### src/rtl/bus_mem_responder_pkg.sv
// Shared definitions for the bus memory responder: default geometry of the
// RAM window, statistics counter widths and the FSM state encoding.
package bus_mem_responder_pkg;

  localparam int DEF_DATA_WIDTH = 8;
  localparam int DEF_ADDR_WIDTH = 16;
  localparam int DEF_MEM_DEPTH  = 256;
  localparam int DEF_BASE_ADDR  = 0;

  // Saturating statistics counter widths.
  localparam int RW_COUNT_W  = 16;
  localparam int ERR_COUNT_W = 8;

  typedef enum logic [2:0] {
    ST_IDLE     = 3'd0,
    ST_ACCESS   = 3'd1,
    ST_RESP     = 3'd2,
    ST_ERR      = 3'd3,
    ST_WAIT_REL = 3'd4
  } state_t;

endpackage

### src/rtl/bus_mem_responder_ram_array.sv
// Synchronous single-port RAM with registered read data.
// The array has no reset so its contents survive a responder reset.
// Ports:
//   clk    - clock
//   en     - access enable; read data register loads mem[addr] when high
//   we     - write enable (qualified by en)
//   addr   - word address
//   wdata  - write data
//   rdata  - registered read data (old contents on a write cycle)
module bus_mem_responder_ram_array #(
  parameter int DEPTH = 256,
  parameter int WIDTH = 8,
  parameter int AW    = (DEPTH > 1) ? $clog2(DEPTH) : 1
) (
  input  logic             clk,
  input  logic             en,
  input  logic             we,
  input  logic [AW-1:0]    addr,
  input  logic [WIDTH-1:0] wdata,
  output logic [WIDTH-1:0] rdata
);

  logic [WIDTH-1:0] mem [DEPTH];

  always_ff @(posedge clk) begin
    if (en) begin
      if (we) begin
        mem[addr] <= wdata;
      end
      rdata <= mem[addr];
    end
  end

endmodule

### src/rtl/bus_mem_responder.sv
// Memory-side responder for the CPU system bus. Decodes the bus address into
// a local RAM window and performs one registered access per strobe assertion.
//
// Handshake: oe_i/we_i are level strobes. A strobe seen in IDLE at edge N is
// one request; ready_o (or err_o for a bad request) is a one-cycle pulse.
// ready_o is high from edge N+1 to N+2, err_o from edge N to N+1. A strobe
// still held after the response parks the FSM in WAIT_REL until both strobes
// are low, so a held strobe never starts a second access.
//
// Ports:
//   clk, reset    - clock, asynchronous active-high reset
//   addr_i        - bus address
//   wdata_i       - bus write data
//   oe_i, we_i    - read / write strobes
//   rdata_o       - read data, non-zero only during a read response
//   rdata_oe_o    - data bus drive enable, high only during a read response
//   ready_o       - completion pulse
//   err_o         - error pulse
//   rd_count_o    - completed reads (saturating)
//   wr_count_o    - completed writes (saturating)
//   err_count_o   - errored requests (saturating)
//   fsm_state     - current FSM state for debug
module bus_mem_responder
  import bus_mem_responder_pkg::*;
#(
  parameter int DATA_WIDTH = DEF_DATA_WIDTH,
  parameter int ADDR_WIDTH = DEF_ADDR_WIDTH,
  parameter int MEM_DEPTH  = DEF_MEM_DEPTH,
  parameter logic [ADDR_WIDTH-1:0] BASE_ADDR = ADDR_WIDTH'(DEF_BASE_ADDR)
) (
  input  logic                   clk,
  input  logic                   reset,
  input  logic [ADDR_WIDTH-1:0]  addr_i,
  input  logic [DATA_WIDTH-1:0]  wdata_i,
  input  logic                   oe_i,
  input  logic                   we_i,
  output logic [DATA_WIDTH-1:0]  rdata_o,
  output logic                   rdata_oe_o,
  output logic                   ready_o,
  output logic                   err_o,
  output logic [RW_COUNT_W-1:0]  rd_count_o,
  output logic [RW_COUNT_W-1:0]  wr_count_o,
  output logic [ERR_COUNT_W-1:0] err_count_o,
  output state_t                 fsm_state
);

  localparam int OFF_W = (MEM_DEPTH > 1) ? $clog2(MEM_DEPTH) : 1;
  localparam logic [ADDR_WIDTH:0] DEPTH_EXT = (ADDR_WIDTH+1)'(MEM_DEPTH);

  state_t                state;
  logic                  is_wr;
  logic [OFF_W-1:0]      off_q;
  logic [DATA_WIDTH-1:0] wdata_q;
  logic [DATA_WIDTH-1:0] ram_rdata;

  logic                  req;
  logic                  req_err;
  logic [ADDR_WIDTH-1:0] rel;

  assign req = oe_i | we_i;
  assign rel = addr_i - BASE_ADDR;

  // The range check uses the full-width difference; only afterwards is the
  // offset truncated to the RAM index width.
  assign req_err = (oe_i & we_i)
                 | addr_i[ADDR_WIDTH-1]
                 | (addr_i < BASE_ADDR)
                 | ({1'b0, rel} >= DEPTH_EXT);

  always_ff @(posedge clk or posedge reset) begin
    if (reset) begin
      state       <= ST_IDLE;
      is_wr       <= 1'b0;
      off_q       <= '0;
      wdata_q     <= '0;
      ready_o     <= 1'b0;
      err_o       <= 1'b0;
      rdata_oe_o  <= 1'b0;
      rd_count_o  <= '0;
      wr_count_o  <= '0;
      err_count_o <= '0;
    end else begin
      case (state)
        ST_IDLE: begin
          if (req) begin
            if (req_err) begin
              state <= ST_ERR;
              err_o <= 1'b1;
              if (err_count_o != '1) err_count_o <= err_count_o + ERR_COUNT_W'(1);
            end else begin
              state   <= ST_ACCESS;
              is_wr   <= we_i;
              off_q   <= rel[OFF_W-1:0];
              wdata_q <= wdata_i;
            end
          end
        end
        ST_ACCESS: begin
          // RAM operation happens on this edge; response is visible next cycle.
          state      <= ST_RESP;
          ready_o    <= 1'b1;
          rdata_oe_o <= ~is_wr;
          if (is_wr) begin
            if (wr_count_o != '1) wr_count_o <= wr_count_o + RW_COUNT_W'(1);
          end else begin
            if (rd_count_o != '1) rd_count_o <= rd_count_o + RW_COUNT_W'(1);
          end
        end
        ST_RESP: begin
          ready_o    <= 1'b0;
          rdata_oe_o <= 1'b0;
          state      <= req ? ST_WAIT_REL : ST_IDLE;
        end
        ST_ERR: begin
          err_o <= 1'b0;
          state <= req ? ST_WAIT_REL : ST_IDLE;
        end
        ST_WAIT_REL: begin
          if (!req) state <= ST_IDLE;
        end
        default: state <= ST_IDLE;
      endcase
    end
  end

  // Enable derives from the asynchronously reset state, so a reset during
  // ACCESS suppresses the pending write.
  bus_mem_responder_ram_array #(
    .DEPTH (MEM_DEPTH),
    .WIDTH (DATA_WIDTH),
    .AW    (OFF_W)
  ) u_ram_array (
    .clk   (clk),
    .en    (state == ST_ACCESS),
    .we    ((state == ST_ACCESS) && is_wr),
    .addr  (off_q),
    .wdata (wdata_q),
    .rdata (ram_rdata)
  );

  // Gating by the drive enable keeps rdata_o at zero outside a read response.
  assign rdata_o   = rdata_oe_o ? ram_rdata : '0;
  assign fsm_state = state;

endmodule

### config.mk
export PLATFORM = sky130hd
export DESIGN_NAME = bus_mem_responder
export DESIGN_NICKNAME = d
export VERILOG_FILES = /design/src/rtl/bus_mem_responder_pkg.sv /design/src/rtl/bus_mem_responder_ram_array.sv /design/src/rtl/bus_mem_responder.sv
export SDC_FILE = /design/constraint.sdc
export NUM_CORES = 2
export LEC_CHECK = 0
export CORE_ASPECT_RATIO = 2
export CORE_UTILIZATION = 60
export CTS_BUF_LIST = sky130_fd_sc_hd__clkbuf_4
export DETAILED_ROUTE_END_ITERATION = 12
export GPL_TIMING_DRIVEN = 0
export PLACE_DENSITY = 0.79
export SETUP_SLACK_MARGIN = 0.2
export SLEW_MARGIN = 20
export SYNTH_ARGS = -nofsm -noshare
export SYNTH_HDL_FRONTEND = slang
export SYNTH_SLANG_ARGS = --single-unit
### constraint.sdc
create_clock -name clk -period 4.8 [get_ports clk]
set_input_delay 0.48 -clock clk [delete_from_list [all_inputs] [get_ports clk]]
set_output_delay 0.48 -clock clk [all_outputs]
set_load 0.005 [all_outputs]
== Yosys cells after proc, flatten, opt, wreduce, memory -nomap -nowiden ==
Memories as Yosys holds them, arrays and structs flattened. A register that Yosys moved wholly into a read port is not among the register bits.
Cells that the tools add are included.

* Divide/modulo/power cells: 0
* Bitwise logic cells: 7
* $lt $le $gt $ge: 2
* Add/sub/neg operators: 3
* Equality and inequality tests: 10
* Multiply operators: 0
* Multiplexer cells: 14
* Reduce and logical (&&, ||, !) cells: 11
* Shift-type cells: 0

{| class="wikitable"
|+ Operator list
! kind !! number
|-
| 16-bit by 1-bit adder with 16-bit output, second input constant || 2
|-
| 16-bit != test, second input constant || 2
|-
| 16-bit by 9-bit greater-or-equal comparator with 1-bit output, second input constant || 1
|-
| 16-bit by 1-bit < comparator with 1-bit output, second input constant || 1
|-
| 3-bit one-hot mux with 4 select lines || 1
|-
| 3-bit AND reduction || 4
|-
| 3-bit 2-to-1 mux || 3
|-
| 8-bit by 1-bit adder with 8-bit output, second input constant || 1
|-
| 8-bit 2-to-1 mux || 1
|-
| 8-bit != test, second input constant || 1
|-
| 3-bit by 2-bit equality test with 1-bit output, second input constant || 2
|-
| 2-bit != test, second input constant || 3
|-
| 1-bit one-hot mux with 2 select lines || 3
|-
| 1-bit 2-to-1 mux || 5
|-
| 1-bit bitwise OR || 4
|-
| 4-bit AND reduction || 1
|-
| 2-bit nonzero test || 2
|-
| 3-bit by 1-bit equality test with 1-bit output, second input constant || 1
|-
| 3-bit equality test, second input constant || 1
|-
| 3-bit logical NOT || 1
|-
| 2-bit 2-to-1 mux || 1
|-
| 1-bit NOT || 2
|-
| 2-bit AND reduction || 1
|-
| 2-bit OR reduction || 1
|-
| 2 further kinds || 2
|}

* Memories kept: 1
* Latch bits: 0
* Output and inout port bits: 54
* Word-level logic and storage cells: 58
* RAM bits: 2048
* Memory bits (read-only): 0
* Input bits: 28
* Register bits: 63

{| class="wikitable"
|+ Memories
! memory !! words !! bits a word !! rd ports !! clocked after memory_dff !! write ports !! line !! RTL
|-
| u_ram_array.mem || 256 || 8 || 1 || 1 || 1 || bus_mem_responder_ram_array.sv:23 || <nowiki>logic [WIDTH-1:0] mem [DEPTH];</nowiki>
|}

== Logic depth before layout (Yosys ltp) ==
* Word-level depth: 7
* Mapped depth: 8
* Depth with buffers taken out: 6

== By module ==
A second synthesis with hierarchy kept.

* Cell total of the unflattened synthesis: 3776
* Area total of the unflattened synthesis: 81320.5 µm²

{| class="wikitable"
|+ Modules (own cells, without submodules)
! module !! area an instance (µm²) !! seq. area each (µm²) !! cells an instance !! instances
|-
| bus_mem_responder_ram_array || 78363.9 || 61739.2 || 3525 || 1
|-
| bus_mem_responder || 2956.6 || 1576.5 || 251 || 1
|}

== Least setup slack after synthesis ==
Ideal clock, no wire load.

* Path type: reg-to-reg
* Start: register wdata_q[0]
* End: memory u_ram_array.mem[0][0] (data pin)
* Cell stages (with the launch flop): 1
* Data required time: 3997 ps
* Data arrival time: 3181 ps
* Buffers on the path: 0
* Setup time: 803 ps
* Clock period less this slack: 3984 ps
* Slack: 816 ps
* Cells stage by stage: dfrtp_1

{| class="wikitable"
|+ RTL lines
! element !! line !! RTL
|-
| start, declared || bus_mem_responder.sv:53 || <nowiki>logic [DATA_WIDTH-1:0] wdata_q;</nowiki>
|-
| start signal, assigned || bus_mem_responder.sv:94 || <nowiki>wdata_q <= wdata_i;</nowiki>
|-
| end, declared || bus_mem_responder_ram_array.sv:23 ||
|}

No word-level cell before the write port.

== Final worst setup path ==
* Start: register off_q[1]
* End: memory u_ram_array.mem[162][0] (enable)

{| class="wikitable"
|+ RTL lines
! element !! line !! RTL
|-
| start, declared || bus_mem_responder.sv:52 || <nowiki>logic [OFF_W-1:0] off_q;</nowiki>
|-
| start signal, assigned || bus_mem_responder.sv:93 || <nowiki>off_q <= rel[OFF_W-1:0];</nowiki>
|}

No word-level cell before the write port.

==> metrics.md <==
| Metric | Value |
|---|---|
| Max incr delay on CP | `0.78 ns` |
| Hold Path Origin | `we_i` |
| H-tree Lvls | `5` |
| Fmax | `roughly 0.21 GHz` |
| Syn Inst Count | `3775` |
| Sequential fraction of the synthesis area | `0.779` |
| Synth top area share | `0.760` |
| Pins Over Slew Limit | `0` |
| # nets final | `4363` |
| Max rail drop VDD | `0.192 mV` |
| Row count | `190` |
| Worst Hold Class | `input port to flip-flop` |
| Syn_nets | `between 3000 and 4000` |
| Die H | `522 um` |
| Initial Util | `0.606` |
| Unrepaired setup endpoints after global routing | `true` |
| Ranking of synthesized cells by area | `edfxtp_1, mux4_2, a22oi_1` |
| Setup Skew | `0.0687 ns` |
| Tot GR Track Use | `0.319` |
| # IOs | `82` |
| Async S/R FF share, synth | `0.0297` |
| Final setup fails | `35` |
| CP Launch Type | `flip-flop` |
| Skew-Pair Late Insertion Delay | `1.19 ns` |
| Post-synth top flop | `edfxtp_1` |
| Most frequent CP cell | `clkbuf_2` |
| CTS tree | `yes` |
| Port Buf Inserts | `81` |
| Relative slew slack | `0.0684` |
| Failing checks | `negative setup slack` |
| Die area | `137000 um^2` |
| Mapped Avg Cell Area | `about 22 um^2` |
| CTS Buf Count | `418` |
| Total grt overflow | `0` |
| Num Clock Sinks | `2119` |
| First-pass GRT wire length | `around 300000 um` |
| Fillers | `8094` |
| Root Buffer | `clkbuf_4` |
| Gp weighted congestion | `slightly below 1` |
| Area leader, netlist | `edfxtp_1` |
| Post-DR vias/cell | `6.64` |
| Most common cell in the netlist | `edfxtp_1` |
| Endpoints failing hold | `0` |
| Via Count | `between 40000 and 50000` |
| Core footprint | `134000 um^2` |
| Post-synth EDFFs | `2056` |
| WL per Instance | `33.7 um` |
| Critical path class | `flip-flop to flip-flop` |
| Hold EP | `is_wr` |
| Yosys cell types | `36` |
| Die extent in x | `262 um` |
| Share of cells above drive strength 1 | `0.283` |
| Drt total wl | `about 220000 um` |
| R2r endpoint | `u_ram_array.mem[162][0]` |
| Initial antenna violation count | `10` |
| CTS Buffer Depth | `4` |
| R2R Path Start | `off_q[1]` |
| Endpoint type of the worst setup path | `flip-flop` |
| Post-Syn Area | `81200 um^2` |
| Reg2Reg Depth | `7` |
| Final Core Density | `0.676` |
| Actual slew at the worst max-slew pin | `1.40 ns` |
| Worst-path clk slew | `0.07 ns` |
| Pin count of the biggest net entering global routing | `85` |
| DRT Pass-1 Iters | `8` |
| Yosys synthesis warning count | `0` |
| CP max FO | `10` |
| MaxCap Viol Count | `0` |
| Synth cell count leaders | `edfxtp_1, mux4_2, nor2_1` |
| Slowest-stage cell, CP | `nor2_1` |
| Worst EP required | `about 5.6 ns` |
| Area Growth Syn to Fin | `11.5%` |
| ANT nets after route | `0` |
| HPWL after detailed placement | `150000 um` |
| Final Cycle Share | `1.01` |
| Place WS | `-0.588 ns` |
| Hold Crit Depth | `2` |
| Critical path, cell by cell | `clkbuf_1 -> clkbuf_2 -> clkbuf_2 -> nor2b_1 -> nand2_1 -> clkbuf_2 -> nor2_1` |
| Status | `finished, violations left` |
| Worst path arrival time | `5.65 ns` |
| Tmin final | `between 4 and 5 ns` |
| Worst setup margin | `-0.0706 ns` |
| Drc violations | `0` |
| Leak | `26.3 nW` |
| Power Density | `between 300 and 400 nW/um^2` |
| Seq cells post-synth | `2119` |
| Postcts setup bufs | `0` |
| Vias in the first global route | `between 40000 and 50000` |
| Flop-to-flop setup slack | `-0.07 ns` |
| Starting DRT DRC Count | `4850` |
| Final hold slack | `0.115 ns` |
| Total power | `35.0 mW` |
timing repair:
action	4_1_cts	5_1_grt
hold endpoints to repair	81	0
hold buffers	19	0
gates resized for setup	20	11
endpoints found under the setup margin	1114	98
report_power, final:
group | total (mW) | internal (mW) | leakage [nW] | switching [mW]
logic | 2.12 | 0.828 | 5.44 | 1.29
registers | 20.5 | 20.4 | 17.8 | 0.162
clock network | 12.3 | 5.80 | 3.03 | 6.53
layout by cell type, fill, tap and decap left out, drive strengths merged:
cell,n
edfxtp,2056
clkbuf,724
mux4,512
nor2,276
a22oi,256
clkinv,151
a21oi,132
buf,116
clkdlybuf4s50,81
dfrtp,63
nand2,40
o41ai,32
nand3,23
xnor2,20
mux2,19
dlygate4sd3,19
xor2,17
nand4,16
and2,15
inv,12
nor3,10
and3,9
nor2b,9
diode,7
o21ai,7
clkinvlp,6
and4,5
nor4,5
nor3b,4
bufinv,4
ha,3
nand2b,2
o2111ai,2
or3b,1
clkdlybuf4s15,1
or2,1
a32o,1
or3,1
a211oi,1
nand3b,1
cell families (layout without fill, tap and decap cells):
family,after synthesis,in the layout,synth area share
mux,531,531,0.145
buf+inv,236,1114,0.0132
other cells,0,7,0
simple gates,418,418,0.0222
flops,2119,2119,0.779
fa+ha+maj,3,3,0.000462
xor+xnor,37,37,0.00399
compound gates,431,431,0.0361
cell type report:
cell class              instances  area [um^2]  area share
flip-flops and latches       2119        63300       0.699
multi-input cells            1420        17000       0.187
clock buffers                 576         4320      0.0477
well taps                    1728         2160      0.0239
repair buffers                137         1870      0.0206
plain buffers                 228         1090      0.0120
clock inverters               165          793     0.00875
inverters                       8         32.5    0.000359
diodes                          7         17.5    0.000193
per-layer routing:
layer,vias up,GRT usage,share of wire
li1,17300,-,-
met1,21300,0.311,0.28
met2,3030,0.552,0.52
met3,821,0.0744,0.093
met4,6,0.289,0.11
met5,-,0,0.00020
how the worst max path moves through the flow:
stage | startpoint | endpoint | slack, ns | depth (start not counted)
after floorplan | wdata_q[0] | u_ram_array.mem[0][0] | 0.82 | 0
final | off_q[1] | u_ram_array.mem[162][0] | -0.07 | 7
after CTS | off_q[1] | u_ram_array.mem[226][5] | 0.22 | 7
after global routing | off_q[1] | u_ram_array.mem[162][7] | 0.08 | 7
after detailed placement | off_q[1] | u_ram_array.mem[147][2] | -0.59 | 6
after global placement | wdata_q[2] | u_ram_array.mem[124][2] | -2.82 | 0
critical path, delay by kind of cell (launching register included):
kind,cells,cell delay (ns)
and+or+nand+nor,3,1.87
DFF,1,0.34
buffers and inverters,4,2.26
state kept, by name, summed over array words and instances (netlist names), 3 cells and up:
register and flops:
wr_count_o 16, wdata_q 8, off_q 8, u_ram_array.mem 2048
fsm_state 3, err_count_o 8, u_ram_array.rdata 8, rd_count_o 16
through the flow:
stage	TNS, ns	cells	area, um^2
5_1_grt	0	6384	90600
2_1_floorplan	0	3775	81200
3_3_place_gp	-5923.36	5584	84200
3_5_place_dp	-145.55	5620	85200
4_1_cts	0	6380	90500
6_report	-1.05	6388	90600
(Power assumes the default switching activity.)
